## src/rtl/rtc_banco_lectura.sv

```systemverilog
// RTC read bank: drives the address byte chosen by the read sequencer, captures the
// bytes it returns into shadow registers, and commits a validated snapshot on ready.
module rtc_banco_lectura #(
    parameter logic [7:0] ADDR_COM   = 8'hF0,
    parameter logic [7:0] ADDR_SEG   = 8'h21,
    parameter logic [7:0] ADDR_MIN   = 8'h22,
    parameter logic [7:0] ADDR_HORA  = 8'h23,
    parameter logic [7:0] ADDR_DIA   = 8'h24,
    parameter logic [7:0] ADDR_MES   = 8'h25,
    parameter logic [7:0] ADDR_ANIO  = 8'h26,
    parameter logic [7:0] ADDR_TSEG  = 8'h41,
    parameter logic [7:0] ADDR_TMIN  = 8'h42,
    parameter logic [7:0] ADDR_THORA = 8'h43
) (
    input  logic       clk,
    input  logic       reset,
    input  logic [7:0] dato_in,
    input  logic       seg_in,
    input  logic       min_in,
    input  logic       hora_in,
    input  logic       dia_in,
    input  logic       mes_in,
    input  logic       anio_in,
    input  logic       tseg_in,
    input  logic       tmin_in,
    input  logic       thora_in,
    input  logic       dir_com_cyt,
    input  logic       dir_seg,
    input  logic       dir_min,
    input  logic       dir_hora,
    input  logic       dir_dia,
    input  logic       dir_mes,
    input  logic       dir_anio,
    input  logic       dir_tseg,
    input  logic       dir_tmin,
    input  logic       dir_thora,
    input  logic       buffer_activo,
    input  logic       ready,
    output logic [7:0] dato_out,
    output logic [7:0] seg,
    output logic [7:0] min,
    output logic [7:0] hora,
    output logic [7:0] dia,
    output logic [7:0] mes,
    output logic [7:0] anio,
    output logic [7:0] tseg,
    output logic [7:0] tmin,
    output logic [7:0] thora,
    output logic       snap_valid,
    output logic       snap_stb,
    output logic       bcd_err,
    output logic [7:0] err_cnt
);

    typedef enum logic {IDLE, CHECK} state_t;

    state_t          state, next_state;
    logic [8:0]      strb;
    logic [8:0]      mask;
    logic [8:0]      mask_pre;
    logic [8:0][7:0] shadow;
    logic [8:0][7:0] snap;
    logic            ready_q;
    logic            rise;
    logic            take_snap;
    logic            accept;
    logic            reject;
    logic            all_bcd;

    // Field index order: seg, min, hora, dia, mes, anio, tseg, tmin, thora
    assign strb = {thora_in, tmin_in, tseg_in, anio_in, mes_in, dia_in, hora_in, min_in, seg_in};
    assign rise = ready & ~ready_q;

    assign seg   = snap[0];
    assign min   = snap[1];
    assign hora  = snap[2];
    assign dia   = snap[3];
    assign mes   = snap[4];
    assign anio  = snap[5];
    assign tseg  = snap[6];
    assign tmin  = snap[7];
    assign thora = snap[8];

    always_comb begin
        dato_out = 8'h00;
        if (buffer_activo) begin
            if      (dir_com_cyt) dato_out = ADDR_COM;
            else if (dir_thora)   dato_out = ADDR_THORA;
            else if (dir_tmin)    dato_out = ADDR_TMIN;
            else if (dir_tseg)    dato_out = ADDR_TSEG;
            else if (dir_anio)    dato_out = ADDR_ANIO;
            else if (dir_mes)     dato_out = ADDR_MES;
            else if (dir_dia)     dato_out = ADDR_DIA;
            else if (dir_hora)    dato_out = ADDR_HORA;
            else if (dir_min)     dato_out = ADDR_MIN;
            else if (dir_seg)     dato_out = ADDR_SEG;
        end
    end

    always_comb begin
        all_bcd = 1'b1;
        for (int i = 0; i < 9; i++) begin
            if (shadow[i][7:4] > 4'h9 || shadow[i][3:0] > 4'h9) all_bcd = 1'b0;
        end
    end

    always_ff @(posedge clk or negedge reset) begin
        if (!reset) state <= IDLE;
        else        state <= next_state;
    end

    always_comb begin
        next_state = state;
        take_snap  = 1'b0;
        accept     = 1'b0;
        reject     = 1'b0;
        case (state)
            IDLE: begin
                if (rise) begin
                    next_state = CHECK;
                    take_snap  = 1'b1;
                end
            end
            CHECK: begin
                next_state = IDLE;
                if (mask_pre == 9'h1FF && all_bcd) accept = 1'b1;
                else                               reject = 1'b1;
            end
            default: next_state = IDLE;
        endcase
    end

    // Strobes on the rise edge land in the fresh mask, so they count toward the next burst
    always_ff @(posedge clk or negedge reset) begin
        if (!reset) begin
            ready_q    <= 1'b0;
            mask       <= '0;
            mask_pre   <= '0;
            shadow     <= '0;
            snap       <= '0;
            snap_valid <= 1'b0;
            snap_stb   <= 1'b0;
            bcd_err    <= 1'b0;
            err_cnt    <= 8'h00;
        end else begin
            ready_q  <= ready;
            snap_stb <= accept;
            bcd_err  <= reject;
            for (int i = 0; i < 9; i++) begin
                if (strb[i]) shadow[i] <= dato_in;
            end
            if (take_snap) begin
                mask_pre <= mask;
                mask     <= strb;
            end else begin
                mask     <= mask | strb;
            end
            if (accept) begin
                snap       <= shadow;
                snap_valid <= 1'b1;
            end
            if (reject && err_cnt != 8'hFF) err_cnt <= err_cnt + 8'h01;
        end
    end

endmodule

```

## config.mk

```make
export PLATFORM = sky130hd
export DESIGN_NAME = rtc_banco_lectura
export DESIGN_NICKNAME = d
export VERILOG_FILES = /design/src/rtl/rtc_banco_lectura.sv
export SDC_FILE = /design/constraint.sdc
export NUM_CORES = 1
export LEC_CHECK = 0
export BUFFER_PORTS_ARGS = -buffer_cell sky130_fd_sc_hd__buf_4
export CORE_ASPECT_RATIO = 1.2
export CORE_MARGIN = 10
export CORE_UTILIZATION = 40
export CTS_CLUSTER_SIZE = 25
export DETAILED_ROUTE_END_ITERATION = 16
export PLACE_DENSITY_LB_ADDON = 0.15
export SLEW_MARGIN = 20
export SYNTH_ARGS = -nofsm -noshare
export SYNTH_HDL_FRONTEND = slang
export SYNTH_SLANG_ARGS = --single-unit
```

## constraint.sdc

```tcl
create_clock -name clk -period 2.7 [get_ports clk]
set_clock_uncertainty 0.05 [all_clocks]
set_input_delay 0.54 -clock clk [delete_from_list [all_inputs] [get_ports clk]]
set_output_delay 0.54 -clock clk [all_outputs]
set_load 0.03 [all_outputs]
```

Yosys cells after proc, flatten, opt, wreduce, memory -nomap -nowiden
Index checks and enable logic that the tools add are counted.
{"block": "word_totals", "register_bits": 175, "out_inout_bits": 91, "input_bits": 31}
{"block": "classes", "n_reduce_logical": 11, "mux": 28, "addsub": 1, "order_cmp": 18, "n_eq_ne": 2, "bitwise": 4}
{"cell": "$gt A4 B4 Y1 const B", "n": 18}
{"cell": "$mux W6", "n": 6}
{"cell": "$mux W7", "n": 3}
{"cell": "$mux W8", "n": 2}
{"cell": "$mux W1", "n": 15}
{"cell": "$eq A9 B9 Y1 const B", "n": 1}
{"cell": "$logic_or A1 B1 Y1", "n": 9}
{"cell": "$mux W9", "n": 1}
{"cell": "$or A9 B9 Y9", "n": 1}
{"cell": "$add A8 B1 Y8 const B", "n": 1}
{"cell": "$ne A8 B8 Y1 const B", "n": 1}
{"cell": "$logic_and A1 B1 Y1", "n": 2}
{"cell": "$not A1 Y1", "n": 2}
{"cell": "$pmux W1 S2", "n": 1}
{"cell": "$and A1 B1 Y1", "n": 1}

Depth between registers and ports, before layout
{"block": "depth", "ltp_word": 15, "mapped_depth": 7, "ltp_nobuf": 6}

Worst setup path before layout
OpenSTA, ideal clock, no wires.
{"block": "synth_timing", "kind": "input-to-output", "startpoint": "input dir_thora", "endpoint": "output dato_out[2]", "stages": 3, "setup_slack_ns": 0.656, "n_path_buf": 0, "arrival_ns": 1.454, "cell_sequence": "nor2_1 > nand2_1 > nor3_1"}
{"block": "synth_via", "elab_chain_cells": 3}
{"item": "start, declared", "line_no": "36", "rtl": "input logic dir_thora,"}
{"item": "$mux W7", "line_no": "88", "rtl": "else if (dir_thora) dato_out = ADDR_THORA;"}
{"item": "$mux W8", "line_no": "87", "rtl": "if (dir_com_cyt) dato_out = ADDR_COM;"}
{"item": "$mux W8", "line_no": "86", "rtl": "if (buffer_activo) begin"}
{"item": "end, declared", "line_no": "39", "rtl": "output logic [7:0] dato_out,"}
Every way passes these cells.

Final worst setup path
{"block": "layout_timing", "startpoint": "register shadow[58] (netlist bit)", "endpoint": "register snap (netlist bit min[2])"}
{"block": "layout_via", "elab_chain_cells": 7}
{"item": "start, declared", "line_no": "61", "rtl": "logic [8:0][7:0] shadow;"}
{"item": "start signal, assigned by index", "line_no": "150", "rtl": "if (strb[i]) shadow[i] <= dato_in;"}
{"item": "$gt A4 B4 Y1", "line_no": "103", "rtl": "if (shadow[i][7:4] > 4'h9 || shadow[i][3:0] > 4'h9) all_bcd = 1'b0;"}
{"item": "$logic_or A1 B1 Y1", "line_no": "103"}
{"item": "$mux W1 (2 in a row)", "line_no": "103"}
{"item": "$logic_and A1 B1 Y1", "line_no": "126", "rtl": "if (mask_pre == 9'h1FF && all_bcd) accept = 1'b1;"}
{"item": "$mux W1", "line_no": "126"}
{"item": "$mux W1", "line_no": "117", "rtl": "case (state)"}
{"item": "end signal, assigned", "line_no": "159", "rtl": "snap <= shadow;"}
{"item": "end, declared", "line_no": "62", "rtl": "logic [8:0][7:0] snap;"}
Every way passes these cells.
A chain may end at the register's enable or synchronous reset.

==> metrics.md <==
| Metric | Value |
|---|---|
| Status | `finished clean` |
| Critical path arrival | `2.73 ns` |
| Placed insts | `782` |
| R2r setup slk | `0.22 ns` |
| Placer congestion estimate | `0.7819` |
| Grt total ovfl | `0` |
| Pleak | `4.415 nW` |
| Net Count, Synth | `492` |
| IO Port Bufs | `120` |
| Hold_ws | `0.006511 ns` |
| Total routed wirelength | `16,250 um` |
| Top delay family on crit path | `simple AND/OR/NAND/NOR gates` |
| Final nets | `617` |
| RSZ-0062 raised after global routing | `false` |
| Slowest CP cell | `nor4_2` |
| Syn-to-layout area delta | `24.65%` |
| Post-CTS Resized | `0` |
| Sum of buffers and inverters on the critical path | `1` |
| Die Area | `23,220 um2` |
| Fmax | `403.3 MHz` |
| Worst-Skew Late Latency | `0.42 ns` |
| DRT Pass-1 Iters | `4` |
| CP max FO | `26` |
| Final core occ | `51.19%` |
| # DRC | `0` |
| Initial Util | `41.07%` |
| Hold Crit Class | `primary input to async pin` |
| Crit path largest cell delay | `0.41 ns` |
| First-pass GRT wire length | `25,810 um` |
| Die width | `140.8 um` |
| Largest net degree at the start of global routing | `68` |
| Post-Syn Area per Cell | `15.22 um2` |
| Top post-synthesis cells by area | `dfrtp_1, mux2_2, mux2_4` |
| Max capacitance violation total | `0` |
| WS Path Type | `register to register` |
| Most used cell, CP | `nand4_1` |
| Max clock buf depth | `2` |
| Routed len/inst | `19.96 um` |
| Antenna violations before repair | `0` |
| Count of final max-slew check failures | `0` |
| Final hold viol count | `0` |
| Instance count of the mapped netlist | `460` |
| Power per standard cell area | `686.9 nW/um2` |
| Total CTS buffers | `17` |
| CP cell instances | `o21ai_0, nand4_1, nor4_2, nand4_1, buf_4, mux2_4` |
| Yosys cell types | `29` |
| # hold bufs at CTS | `0` |
| Clk sink count | `175` |
| Worst path required time | `2.95 ns` |
| Non-filler cells, final | `814` |
| FF-to-FF End | `min[2]` |
| Row Count | `52` |
| Post-layout min period | `2.480 ns` |
| DIE HEIGHT | `164.9 um` |
| Post-DP HPWL | `11,360 um` |
| Reg2Reg Depth | `6` |
| Vias/cell | `5.063` |
| Detail Route Antenna Nets | `0` |
| Synth Warn # | `0` |
| CP Launch Type | `register` |
| Clock transition at the registers of the reported paths | `0.06 ns` |
| Boundary pin count | `122` |
| Count of final setup violators | `0` |
| Filler cells | `1,445` |
| Gr usage total | `14.30%` |
| Share of the synthesized area in the top cell type | `62.56%` |
| Post-CTS setup buffer count | `0` |
| Ratio of cells with drive above 1 in the final layout | `50.17%` |
| Worst reg2reg path startpoint | `shadow[58]` |
| Worst VDD drop | `0.4289 mV` |
| Seq/Total Area, Yosys | `62.56%` |
| Synth Register Bits | `175` |
| CTS tree | `done` |
| Core ar. | `17,050 um2` |
| Number of inserted diodes | `0` |
| Area leader, netlist | `dfrtp_1` |
| Total negative slack | `0 ns` |
| Setup crit end kind | `register` |
| Vias in the first global route | `4,441` |
| Via count | `4,121` |
| Initial DRC count | `247` |
| H-tree Lvls | `4` |
| Post-synthesis cell area | `7000 um2` |
| Clock root buffer | `clkbuf_16` |
| Final Cycle Share | `91.84%` |
==> per-stage QoR <==
| step | setup WS (ns) | power (W) | area (um2) |
|---|---|---|---|
| 6_report | 0.2203 | 0.005994 | 8726 |
| 5_1_grt | 0.1277 | 0.006241 | 8726 |
| 4_1_cts | 0.1566 | 0.006070 | 8726 |
| 3_5_place_dp | 0.1907 | 0.003582 | 8127 |
| 3_3_place_gp | 0.2481 | 0.003554 | 8127 |
| 2_1_floorplan | 0.6562 | 0.003289 | 7000 |
==> report_power, final <==
| part | internal (W) | total (W) | switching [W] |
|---|---|---|---|
| logic | 0.000256 | 0.000576 | 0.000320 |
| registers | 0.00280 | 0.00294 | 0.000138 |
| clock network | 0.00151 | 0.00248 | 0.000964 |
==> final cells by class <==
| class | instances | area [um2] | area share [%] |
|---|---|---|---|
| flip-flops and latches | 175 | 4379 | 50.19 |
| multi-input cells | 259 | 2467 | 28.28 |
| repair buffers | 126 | 987.2 | 11.31 |
| clock buffers | 28 | 526.8 | 6.037 |
| well taps | 216 | 270.3 | 3.097 |
| clock inverters | 4 | 72.57 | 0.8317 |
| inverters | 6 | 22.52 | 0.2581 |
==> worst max path at each step <==
| stage | end | startpoint | depth (start not counted) | slack (ns) |
|---|---|---|---|---|
| 2_1_floorplan | dato_out[2] | dir_thora | 3 | 0.66 |
| 3_3_place_gp | mes[3] | shadow[58] | 6 | 0.25 |
| 3_5_place_dp | min[1] | shadow[58] | 6 | 0.19 |
| 4_1_cts | seg[7] | shadow[58] | 6 | 0.16 |
| 5_1_grt | min[2] | shadow[58] | 6 | 0.13 |
| 6_report | min[2] | shadow[58] | 6 | 0.22 |
==> kinds of logic after synthesis <==
| logic type | Yosys count | synth area share (%) |
|---|---|---|
| xor gates and xnor gates | 6 | 0.7507 |
| DFF | 175 | 62.56 |
| and+or+nand+nor | 68 | 4.558 |
| adders and majority gates | 1 | 0.1787 |
| muxes | 145 | 26.43 |
| AOI/OAI and AO/OA | 38 | 3.271 |
| other | 1 | 0.05357 |
| buffers and inverters | 26 | 2.198 |
==> cell usage after synthesis <==
cell type,count
a21o_1,9
a21oi_1,5
a31oi_1,1
a31oi_2,1
and2_1,1
and3_1,5
buf_4,3
buf_6,6
clkbuf_1,11
clkinv_1,1
conb_1,1
dfrtp_1,175
ha_1,1
inv_1,5
mux2_2,87
mux2_4,58
nand2_1,32
nand2b_1,3
nand3_1,6
nand4_1,7
nor2_1,8
nor2b_1,1
nor3_1,4
nor4_2,1
o21a_1,2
o21ai_0,19
o21bai_1,1
xnor2_1,4
xor2_1,2
==> worst reg2reg max path: cells and delay by family, from the launching register on <==
kind                   cells  cell delay [ns]
muxes                      1             0.37
and+or+nand+nor            3             0.86
buffers and inverters      1             0.36
DFF                        1             0.40
AOI/OAI and AO/OA          1             0.34
==> state kept, by name (all words and copies together), names as in the netlist, 8 cells and up <==
register,flops
thora,8
hora,8
err_cnt,8
mask,9
tmin,8
min,8
shadow,72
mask_pre,9
mes,8
seg,8
anio,8
tseg,8
dia,8
==> layer usage <==
| metal | vias to the layer above | track usage (%) | share of wire (%) |
|---|---|---|---|
| li1 | 1851 | - | - |
| met1 | 2154 | 17.65 | 43 |
| met2 | 97 | 23.19 | 50 |
| met3 | 19 | 4.194 | 5.1 |
| met4 | 0 | 5.498 | 1.4 |
| met5 | - | 0 | 0 |
==> cells in the final DEF (no fill, tap or decap), types with 2 or more instances in the layout <==
cell type / Yosys / final
dfrtp_1: 175 / 175
buf_4: 3 / 122
mux2_2: 87 / 87
mux2_4: 58 / 58
nand2_1: 32 / 32
o21ai_0: 19 / 19
clkbuf_16: 0 / 17
a21o_1: 9 / 9
nor2_1: 8 / 8
nand4_1: 7 / 7
nand3_1: 6 / 6
clkbuf_8: 0 / 6
inv_1: 5 / 5
a21oi_1: 5 / 5
and3_1: 5 / 5
clkbuf_1: 11 / 5
nor3_1: 4 / 4
xnor2_1: 4 / 4
nand2b_1: 3 / 3
buf_12: 0 / 3
o21a_1: 2 / 2
xor2_1: 2 / 2
bufinv_16: 0 / 2
Power figures use the tool's default switching activity.
